==> config.mk <==
export PLATFORM = sky130hd
export DESIGN_NAME = load_store_unit
export DESIGN_NICKNAME = d
export VERILOG_FILES = /design/src/rtl/load_store_unit.sv
export SDC_FILE = /design/constraint.sdc
export NUM_CORES = 1
export LEC_CHECK = 0
export ABC_AREA = 1
export CAP_MARGIN = 5
export CORE_ASPECT_RATIO = 0.75
export CORE_UTILIZATION = 39
export DETAILED_ROUTE_END_ITERATION = 6
export PLACE_DENSITY = 0.8
export SYNTH_ARGS = -nofsm -noshare
export SYNTH_HDL_FRONTEND = slang
export SYNTH_SLANG_ARGS = --single-unit
==> constraint.sdc <==
create_clock -name clk -period 1.5 [get_ports clk]
set_input_delay 0.225 -clock clk [delete_from_list [all_inputs] [get_ports clk]]
set_output_delay 0.225 -clock clk [all_outputs]
set_load 0.03 [all_outputs]
==> src/rtl/load_store_unit.sv <==
// Multi-cycle load/store unit: issues one req/ack bus transaction per load or store,
// stalls the core until it completes, and returns extended load data.
module load_store_unit #(
    parameter int unsigned TIMEOUT_CYC = 16
) (
    input  logic        clk,
    input  logic        rst_n,
    input  logic        load_en,
    input  logic [1:0]  MemWrite,
    input  logic [2:0]  MemRead,
    input  logic [31:0] addr,
    input  logic [31:0] wdata,
    output logic        stall,
    output logic        done,
    output logic [31:0] rdata,
    output logic        misalign,
    output logic        bus_fault,
    output logic        bus_req,
    output logic        bus_we,
    output logic [31:0] bus_addr,
    output logic [3:0]  bus_be,
    output logic [31:0] bus_wdata,
    input  logic        bus_ack,
    input  logic [31:0] bus_rdata
);

    typedef enum logic [1:0] {S_IDLE, S_WAIT, S_DONE} state_t;

    localparam logic [1:0] SZ_B = 2'd0;
    localparam logic [1:0] SZ_H = 2'd1;
    localparam logic [1:0] SZ_W = 2'd2;
    localparam logic [7:0] CNT_LAST = 8'(TIMEOUT_CYC - 1);

    state_t      r_state, w_state_nxt;
    logic [7:0]  r_cnt;
    logic [1:0]  r_size;
    logic        r_sign;
    logic [1:0]  r_lo;
    logic        r_bus_req, r_bus_we, r_done, r_misalign, r_bus_fault;
    logic [31:0] r_bus_addr, r_bus_wdata, r_rdata;
    logic [3:0]  r_bus_be;

    logic        w_store, w_acc, w_sign, w_misalign;
    logic [1:0]  w_size;
    logic [3:0]  w_be;
    logic [31:0] w_wdata;
    logic        w_latch, w_cnt_inc, w_mis_nxt, w_flt_nxt, w_ack_hit;

    // Pick the addressed byte/half out of the bus word and extend it.
    function automatic logic [31:0] load_extract(input logic [31:0] word,
                                                 input logic [1:0]  size,
                                                 input logic        sign,
                                                 input logic [1:0]  lo);
        logic [7:0]  v_b;
        logic [15:0] v_h;
        v_b = word[{lo, 3'b000} +: 8];
        v_h = lo[1] ? word[31:16] : word[15:0];
        case (size)
            SZ_B:    load_extract = sign ? {{24{v_b[7]}}, v_b} : {24'b0, v_b};
            SZ_H:    load_extract = sign ? {{16{v_h[15]}}, v_h} : {16'b0, v_h};
            default: load_extract = word;
        endcase
    endfunction

    assign w_store = (MemWrite != 2'b00);
    assign w_acc   = w_store | load_en;

    always_comb begin
        w_size = SZ_W;
        w_sign = 1'b0;
        if (w_store) begin
            case (MemWrite)
                2'b01:   w_size = SZ_B;
                2'b10:   w_size = SZ_H;
                default: w_size = SZ_W;
            endcase
        end else begin
            case (MemRead)
                3'b001:  begin w_size = SZ_B; w_sign = 1'b1; end
                3'b010:  begin w_size = SZ_H; w_sign = 1'b1; end
                3'b011:  w_size = SZ_B;
                3'b100:  w_size = SZ_H;
                default: w_size = SZ_W;
            endcase
        end
    end

    assign w_misalign = ((w_size == SZ_H) && addr[0]) ||
                        ((w_size == SZ_W) && (addr[1:0] != 2'b00));

    always_comb begin
        w_be    = 4'b1111;
        w_wdata = wdata;
        case (w_size)
            SZ_B: begin
                w_be    = 4'b0001 << addr[1:0];
                w_wdata = {4{wdata[7:0]}};
            end
            SZ_H: begin
                w_be    = 4'b0011 << {addr[1], 1'b0};
                w_wdata = {2{wdata[15:0]}};
            end
            default: ;
        endcase
    end

    always_comb begin
        w_state_nxt = r_state;
        w_latch     = 1'b0;
        w_cnt_inc   = 1'b0;
        w_mis_nxt   = 1'b0;
        w_flt_nxt   = 1'b0;
        w_ack_hit   = 1'b0;
        case (r_state)
            S_IDLE: begin
                if (w_acc) begin
                    if (w_misalign) begin
                        w_state_nxt = S_DONE;
                        w_mis_nxt   = 1'b1;
                    end else begin
                        w_state_nxt = S_WAIT;
                        w_latch     = 1'b1;
                    end
                end
            end
            S_WAIT: begin
                if (bus_ack) begin
                    w_state_nxt = S_DONE;
                    w_ack_hit   = 1'b1;
                end else if (r_cnt == CNT_LAST) begin
                    w_state_nxt = S_DONE;
                    w_flt_nxt   = 1'b1;
                end else begin
                    w_cnt_inc   = 1'b1;
                end
            end
            S_DONE:  w_state_nxt = S_IDLE;
            default: w_state_nxt = S_IDLE;
        endcase
    end

    always_ff @(posedge clk) begin
        if (!rst_n) begin
            r_state     <= S_IDLE;
            r_cnt       <= '0;
            r_size      <= SZ_W;
            r_sign      <= 1'b0;
            r_lo        <= '0;
            r_bus_req   <= 1'b0;
            r_bus_we    <= 1'b0;
            r_bus_addr  <= '0;
            r_bus_be    <= '0;
            r_bus_wdata <= '0;
            r_done      <= 1'b0;
            r_misalign  <= 1'b0;
            r_bus_fault <= 1'b0;
            r_rdata     <= '0;
        end else begin
            r_state     <= w_state_nxt;
            r_bus_req   <= (w_state_nxt == S_WAIT);
            r_done      <= (w_state_nxt == S_DONE);
            r_misalign  <= w_mis_nxt;
            r_bus_fault <= w_flt_nxt;
            r_rdata     <= (w_ack_hit && !r_bus_we) ?
                           load_extract(bus_rdata, r_size, r_sign, r_lo) : '0;
            if (w_latch) begin
                r_bus_addr  <= {addr[31:2], 2'b00};
                r_bus_be    <= w_be;
                r_bus_we    <= w_store;
                r_bus_wdata <= w_wdata;
                r_size      <= w_size;
                r_sign      <= w_sign;
                r_lo        <= addr[1:0];
                r_cnt       <= '0;
            end else if (w_cnt_inc) begin
                r_cnt <= r_cnt + 8'd1;
            end
        end
    end

    assign stall     = ((r_state == S_IDLE) && w_acc) || (r_state == S_WAIT);
    assign done      = r_done;
    assign rdata     = r_rdata;
    assign misalign  = r_misalign;
    assign bus_fault = r_bus_fault;
    assign bus_req   = r_bus_req;
    assign bus_we    = r_bus_we;
    assign bus_addr  = r_bus_addr;
    assign bus_be    = r_bus_be;
    assign bus_wdata = r_bus_wdata;

endmodule

==> results of run 1 <==
==> worst min-delay path: cells and delay by family <==
family / cells / cell delay, ns
buf+inv: 1 / 0.14
simple gates: 2 / 0.19
==> kinds of logic (layout without fill, tap and decap cells) <==
group | count (synthesis) | after routing | synth area share, %
simple gates | 422 | 423 | 34.7
flops | 118 | 118 | 46.4
other cells | 1 | 2 | 0.0737
mux | 7 | 7 | 1.38
buf+inv | 88 | 352 | 7.77
xor+xnor | 3 | 3 | 0.517
fa+ha+maj | 3 | 3 | 0.738
compound gates | 78 | 78 | 8.44
==> power breakdown <==
| part | switching, mW | internal (mW) |
|---|---|---|
| combinational | 1.96 | 1.41 |
| sequential | 0.187 | 3.47 |
| clock | 1.47 | 2.81 |
| total | 3.62 | 7.69 |
==> worst paths after layout <==
path | startpoint | end | slack [ns] | cells past startpoint
max | r_state[1]$_SDFF_PN0_ | bus_be[1]$_SDFFE_PN0P_ | 0.04 | 7
min | rst_n | bus_fault$_SDFF_PP0_ | 0.20 | 3
max reg2reg | r_state[1]$_SDFF_PN0_ | bus_be[1]$_SDFFE_PN0P_ | 0.04 | 7
min reg2reg | bus_addr[5]$_SDFFE_PN0P_ | bus_addr[5]$_SDFFE_PN0P_ | 0.46 | 2
==> Yosys cell counts (all sizes together) (5+ instances only) <==
| library cell | instances |
|---|---|
| clkbuf | 9 |
| buf | 30 |
| nand3 | 58 |
| nand4 | 5 |
| nor3 | 5 |
| a21oi | 48 |
| inv | 49 |
| nand2 | 298 |
| mux2i | 7 |
| o21ai | 10 |
| a31oi | 9 |
| nor2 | 51 |
| dfxtp | 118 |
| o211ai | 10 |
==> area by class of cell <==
cell class	count	share of cell area (%)
timing repair inverter	1	0.0873
multi-input combinational	516	29.6
timing repair buffer	271	30.8
tap	166	2.42
clock inverter	12	2.07
sequential	118	27.5
inverter	49	2.33
clock buffer	19	5.15
==> per-layer routing <==
layer | track usage [%] | vias to the layer above | wire length (µm)
li1 | - | 2807 | -
met1 | 30.0 | 2538 | 7380
met2 | 41.2 | 247 | 7760
met3 | 6.89 | 15 | 1430
met4 | 6.38 | 0 | 193
met5 | 0 | - | 0
==> sequential cells by signal, summed over array words and instances (netlist names) <==
| register | flops |
|---|---|
| bus_addr | 30 |
| done | 1 |
| bus_be | 4 |
| r_state | 2 |
| bus_wdata | 32 |
| bus_fault | 1 |
| r_sign | 1 |
| rdata | 32 |
| misalign | 1 |
| bus_we | 1 |
| r_size | 2 |
| r_cnt | 8 |
| bus_req | 1 |
| r_lo | 2 |
==> repair_timing <==
action,CTS,global route
gates resized for setup,135,32
setup buffers,7,3
pin swaps,9,20
endpoints found under the setup margin,189,68
cloned,6,3
==> impl_metrics.env, run 1 <==
export IMPL_synth_top_area_cell="dfxtp_1"
export IMPL_cpPeakStageDelay_ns=0.33
export IMPL_antennaDiodeCount=0
export IMPL_worstPathBufferInverterCount=3
export IMPL_final_common_cell="nand2_1"
export IMPL_grt_pass1_wl_um=25500
export IMPL_gp_congestion=0.860
export IMPL_root_buffer="clkbuf_16"
export IMPL_grt_pass1_vias=5168
export IMPL_crit_arrival_ns=1.75
export IMPL_row_count=35
export IMPL_cp_required_ns=1.79
export IMPL_grt_max_degree=47
export IMPL_clk_latency_ns=0.41
export IMPL_period_needed_ns=1.46
export IMPL_synth_ff_type="dfxtp_1"
export IMPL_wl_per_cell_um=14.5
export IMPL_fin_crit_sh_pct=97.1
export IMPL_drive_gt1_share_pct=16.3
export IMPL_fp_dieH_um=101
export IMPL_cellLeakagePower_nw=4.24
export IMPL_relSlewSlack_pct=64.0
export IMPL_wl_um=16800
export IMPL_fin_util_pct=68.9
export IMPL_die_width_um=134
export IMPL_setup_viol=0
export IMPL_start_util_pct=40.8
export IMPL_antenna_found_initial=0
export IMPL_synth_edf_count=0
export IMPL_dp_cells=1102
export IMPL_async_flop_share_pct=0
export IMPL_path_cells="nor3_2, buf_4, nand3_4, buf_6, bufbuf_16, nand3_1, o21ai_1"
export IMPL_vias=5607
export IMPL_finalHoldViolCount=0
export IMPL_final_antenna_net_count=0
export IMPL_rsz0062_at_grt="true"
export IMPL_totalPowerFinal_mw=11.3
export IMPL_finalWorstSetupSlack_ns=0.0439
export IMPL_num_io_pins=211
export IMPL_stdcell_count=1152
export IMPL_clock_sinks=118
export IMPL_critPathKind="reg -> reg"
export IMPL_nets=1082
export IMPL_post_route_drc_count=0
export IMPL_synth_cell_type_count=34
export IMPL_hold_slack_ns=0.203
export IMPL_ctsHoldBuffers=0
export IMPL_clk_transition_reported_paths_ns=0.06
export IMPL_viasPerCell=4.87
export IMPL_worst_pin_slew_ns=0.540
export IMPL_dp_slack_ns=-0.832
export IMPL_yosysWarnings=0
export IMPL_synth_area_per_cell_um2=7.07
export IMPL_cp_start_kind="flop"
export IMPL_fin_skew_ns=0.00909
export IMPL_core_area_um2=12500
export IMPL_fillers=1026
export IMPL_fmax_mhz=687
export IMPL_cts_max_level=4
export IMPL_multi_input_area_um2=2540
export IMPL_die_area_um2=13500
export IMPL_fin_tns_setup_ns=0
export IMPL_path_max_fanout=6
export IMPL_cts_buffers=17
export IMPL_syn_instance_count=720
export IMPL_cts_max_path_buffers=2
export IMPL_outcome="complete, no violations"
export IMPL_ys_seq_area_share_pct=46.4
export IMPL_max_cap_violations=0
export IMPL_final_max_slew_viol_count=0
export IMPL_hold_path_class="in -> reg"
export IMPL_grt_usage_pct=24.2
export IMPL_synth_area_um2=5090
export IMPL_postPlaceCellArea_um2=7680
export IMPL_io_buffers=208
export IMPL_synth_top_cell_area_share_pct=46.4
export IMPL_postLayoutCellArea_um2=8600
export IMPL_ir_drop_mv=0.805
export IMPL_crit_path_top_delay_cell="dfxtp_2"
export IMPL_place_hpwl_um=11300
export IMPL_end_kind="flop"
export IMPL_grt_ovfl_total=0
export IMPL_tritoncts="built"
export IMPL_synth_area_top_cells="dfxtp_1, nand2_1, nand3_1, a21oi_1, inv_1"
export IMPL_cp_top_family="buffers and inverters"
export IMPL_first_iter_violations=361
export IMPL_synthToLayoutAreaGrowth_pct=69.0
export IMPL_power_density_nw_per_um2=1320
export IMPL_first_pass_iters=5
export IMPL_seqCellArea_um2=2370
export IMPL_layout_common_cells="nand2_1, dfxtp_1, dlygate4sd2_1"
export IMPL_ys_ff_latch=118
No activity file was read; power rests on OpenSTA's default activity.
==> run 2: changes to the inputs <==
--- a/config.mk
+++ b/config.mk
@@ -9,8 +9,10 @@
 export CAP_MARGIN = 5
 export CORE_ASPECT_RATIO = 0.75
 export CORE_UTILIZATION = 39
+export CTS_CLUSTER_DIAMETER = 200
 export DETAILED_ROUTE_END_ITERATION = 6
 export PLACE_DENSITY = 0.8
+export SETUP_SLACK_MARGIN = 0.4
 export SYNTH_ARGS = -nofsm -noshare
 export SYNTH_HDL_FRONTEND = slang
 export SYNTH_SLANG_ARGS = --single-unit
==> run 2 against run 1 <==
The run now ends with negative setup slack left. Largest power group is now combinational logic. Largest cell class unchanged. Critical path depth grew 3. Clock power is 1% higher. First-iteration DRC count decreased by 1.7%.
==> impl_metrics.env, run 2 (synthesis results as in run 1) <==
export IMPL_path_max_fanout=7
export IMPL_finalWorstSetupSlack_ns=-0.0365
export IMPL_place_hpwl_um=11300
export IMPL_vias=6152
export IMPL_fmax_mhz=651
export IMPL_die_area_um2=13500
export IMPL_grt_usage_pct=25.4
export IMPL_clock_sinks=118
export IMPL_final_common_cell="nand2_1"
export IMPL_hold_path_class="in -> reg"
export IMPL_start_util_pct=40.8
export IMPL_ir_drop_mv=1.04
export IMPL_cts_max_path_buffers=2
export IMPL_wl_um=20700
export IMPL_worstHoldPathCells=3
export IMPL_io_buffers=208
export IMPL_setup_viol=6
export IMPL_cts_buffers=17
export IMPL_layout_common_cells="nand2_1, clkdlybuf4s50_1, buf_6"
export IMPL_finalHoldViolCount=0
export IMPL_ctsHoldBuffers=0
export IMPL_holdPathEnd="bus_fault$_SDFF_PP0_"
export IMPL_gp_congestion=0.876
export IMPL_violations="negative setup slack"
export IMPL_dp_slack_ns=-0.819
export IMPL_first_pass_iters=5
export IMPL_drive_gt1_share_pct=47.1
export IMPL_grt_ovfl_total=0
export IMPL_outcome="finished, violations left"
export IMPL_antenna_found_initial=0
export IMPL_grt_max_degree=55
export IMPL_dr_wl_met2_um=10300
export IMPL_crit_arrival_ns=1.83
export IMPL_final_antenna_net_count=0
export IMPL_root_buffer="clkbuf_16"
export IMPL_top_layer="met4"
export IMPL_clk_latency_ns=0.42
export IMPL_grt_pass1_wl_um=26500
export IMPL_power_density_nw_per_um2=1260
export IMPL_cts_max_level=4
export IMPL_end_kind="flop"
export IMPL_wl_per_cell_um=17.4
export IMPL_die_width_um=134
export IMPL_dr_wl_met3_um=1990
export IMPL_grt_pass1_vias=5302
export IMPL_first_iter_violations=355
export IMPL_fp_dieH_um=101
export IMPL_post_route_drc_count=0
export IMPL_nets=1124
export IMPL_cellLeakagePower_nw=4.53
export IMPL_cp_start_kind="input pin"
export IMPL_wl_met1_um=7820
export IMPL_row_count=35
export IMPL_synthToLayoutAreaGrowth_pct=96.4
export IMPL_timing_reg2reg_setup_slack_ns=0.03
export IMPL_viasPerCell=5.15
export IMPL_r2r_start="r_state[0]$_SDFF_PN0_"
export IMPL_r2r_cells=7
export IMPL_hold_start="rst_n"
export IMPL_tritoncts="built"
export IMPL_period_needed_ns=1.54
export IMPL_core_area_um2=12500
export IMPL_reg2reg_to="bus_addr[3]$_SDFFE_PN0P_"
export IMPL_final_max_slew_viol_count=0
export IMPL_fin_skew_ns=0.00711
export IMPL_num_io_pins=211
export IMPL_fillers=778
export IMPL_critPathKind="in -> reg"
export IMPL_fin_crit_sh_pct=102
export IMPL_antennaDiodeCount=0
export IMPL_rsz0062_at_grt="true"
export IMPL_fin_util_pct=80.1
export IMPL_max_cap_violations=0
export IMPL_cp_required_ns=1.79
export IMPL_clk_transition_reported_paths_ns=0.06
-- run 2: cell types whose count changed in the layout (fill, tap and decap cells not counted), moves of 16 or more --
cell / previous run / this run
a21oi_1: 46 / 20
a21oi_2: 2 / 24
buf_4: 42 / 64
buf_6: 9 / 95
dfxtp_1: 114 / 43
dfxtp_2: 4 / 73
dlygate4sd2_1: 102 / 17
nand2_1: 289 / 234
nand2_2: 7 / 54
nor2_1: 39 / 23
-- run 2: per-layer routing --
metal | up-vias | GRT usage [%]
met3 | 67 | 7.99
met4 | 0 | 9.35
met5 | - | 0
li1 | 2882 | -
met1 | 2845 | 30.3
met2 | 358 | 42.8
-- run 2: final cells by class --
type | instances | area, µm² | share of cell area [%]
Clock buffer | 19 | 443 | 4.43
Clock inverter | 13 | 179 | 1.79
Inverter | 49 | 228 | 2.28
Multi-Input combinational cell | 515 | 3070 | 30.7
Sequential cell | 118 | 2460 | 24.6
Tap cell | 166 | 208 | 2.08
Timing Repair Buffer | 313 | 3390 | 33.9
Timing Repair inverter | 2 | 12.5 | 0.125
-- run 2: where the power goes --
group          total, mW  leakage [nW]  internal (mW)  switching (mW)
Combinational       4.50          3.24           2.09            2.41
Clock               4.35         0.295           2.81            1.54
Sequential          3.77         0.995           3.52           0.251
Total               12.6          4.53           8.42            4.20
-- run 2: how the worst max path moves through the flow --
stage          cells past startpoint                         end                        from
2_1_floorplan                     11   bus_addr[10]$_SDFFE_PN0P_                 MemWrite[0]
3_3_place_gp                      12   bus_wdata[4]$_SDFFE_PN0P_                 MemWrite[1]
3_5_place_dp                      11  bus_wdata[11]$_SDFFE_PN0P_                 MemWrite[1]
4_1_cts                            1               bus_wdata[10]  bus_wdata[10]$_SDFFE_PN0P_
5_1_grt                           11  bus_wdata[24]$_SDFFE_PN0P_                  MemRead[1]
6_report                          10    bus_addr[3]$_SDFFE_PN0P_                  MemRead[1]
-- run 2: timing repair --
item                                    in CTS  in global routing
gates resized for setup                    271                600
setup buffers                               17                 20
endpoints found under the setup margin     221                222
gates cloned                                 6                 13
pin swaps                                   29                 49
-- run 2: worst max-delay path, cell delays in order --
cell	delay (ns)
clkdlybuf4s15_1	0.22
nand3b_1	0.26
nand4_1	0.22
nand2_4	0.10
nand2_4	0.09
nand3_4	0.15
clkbuf_16	0.22
clkbuf_16	0.17
nand3_2	0.07
nand2_1	0.09
-- run 2: through the flow --
step | hold WS, ns | TNS, ns | instances | power (mW) | area, µm²
global placement | 0.443 | -63.70 | 1107 | 6.87 | 7830
CTS | 0.121 | 0 | 1162 | 11.4 | 8850
global route | 0.129 | -1.18 | 1195 | 13.1 | 9990
finish | 0.127 | -0.0871 | 1195 | 12.6 | 9990
detailed placement | 0.451 | -66.97 | 1107 | 6.90 | 7830
floorplan | 0.303 | 0 | 721 | 5.57 | 5370
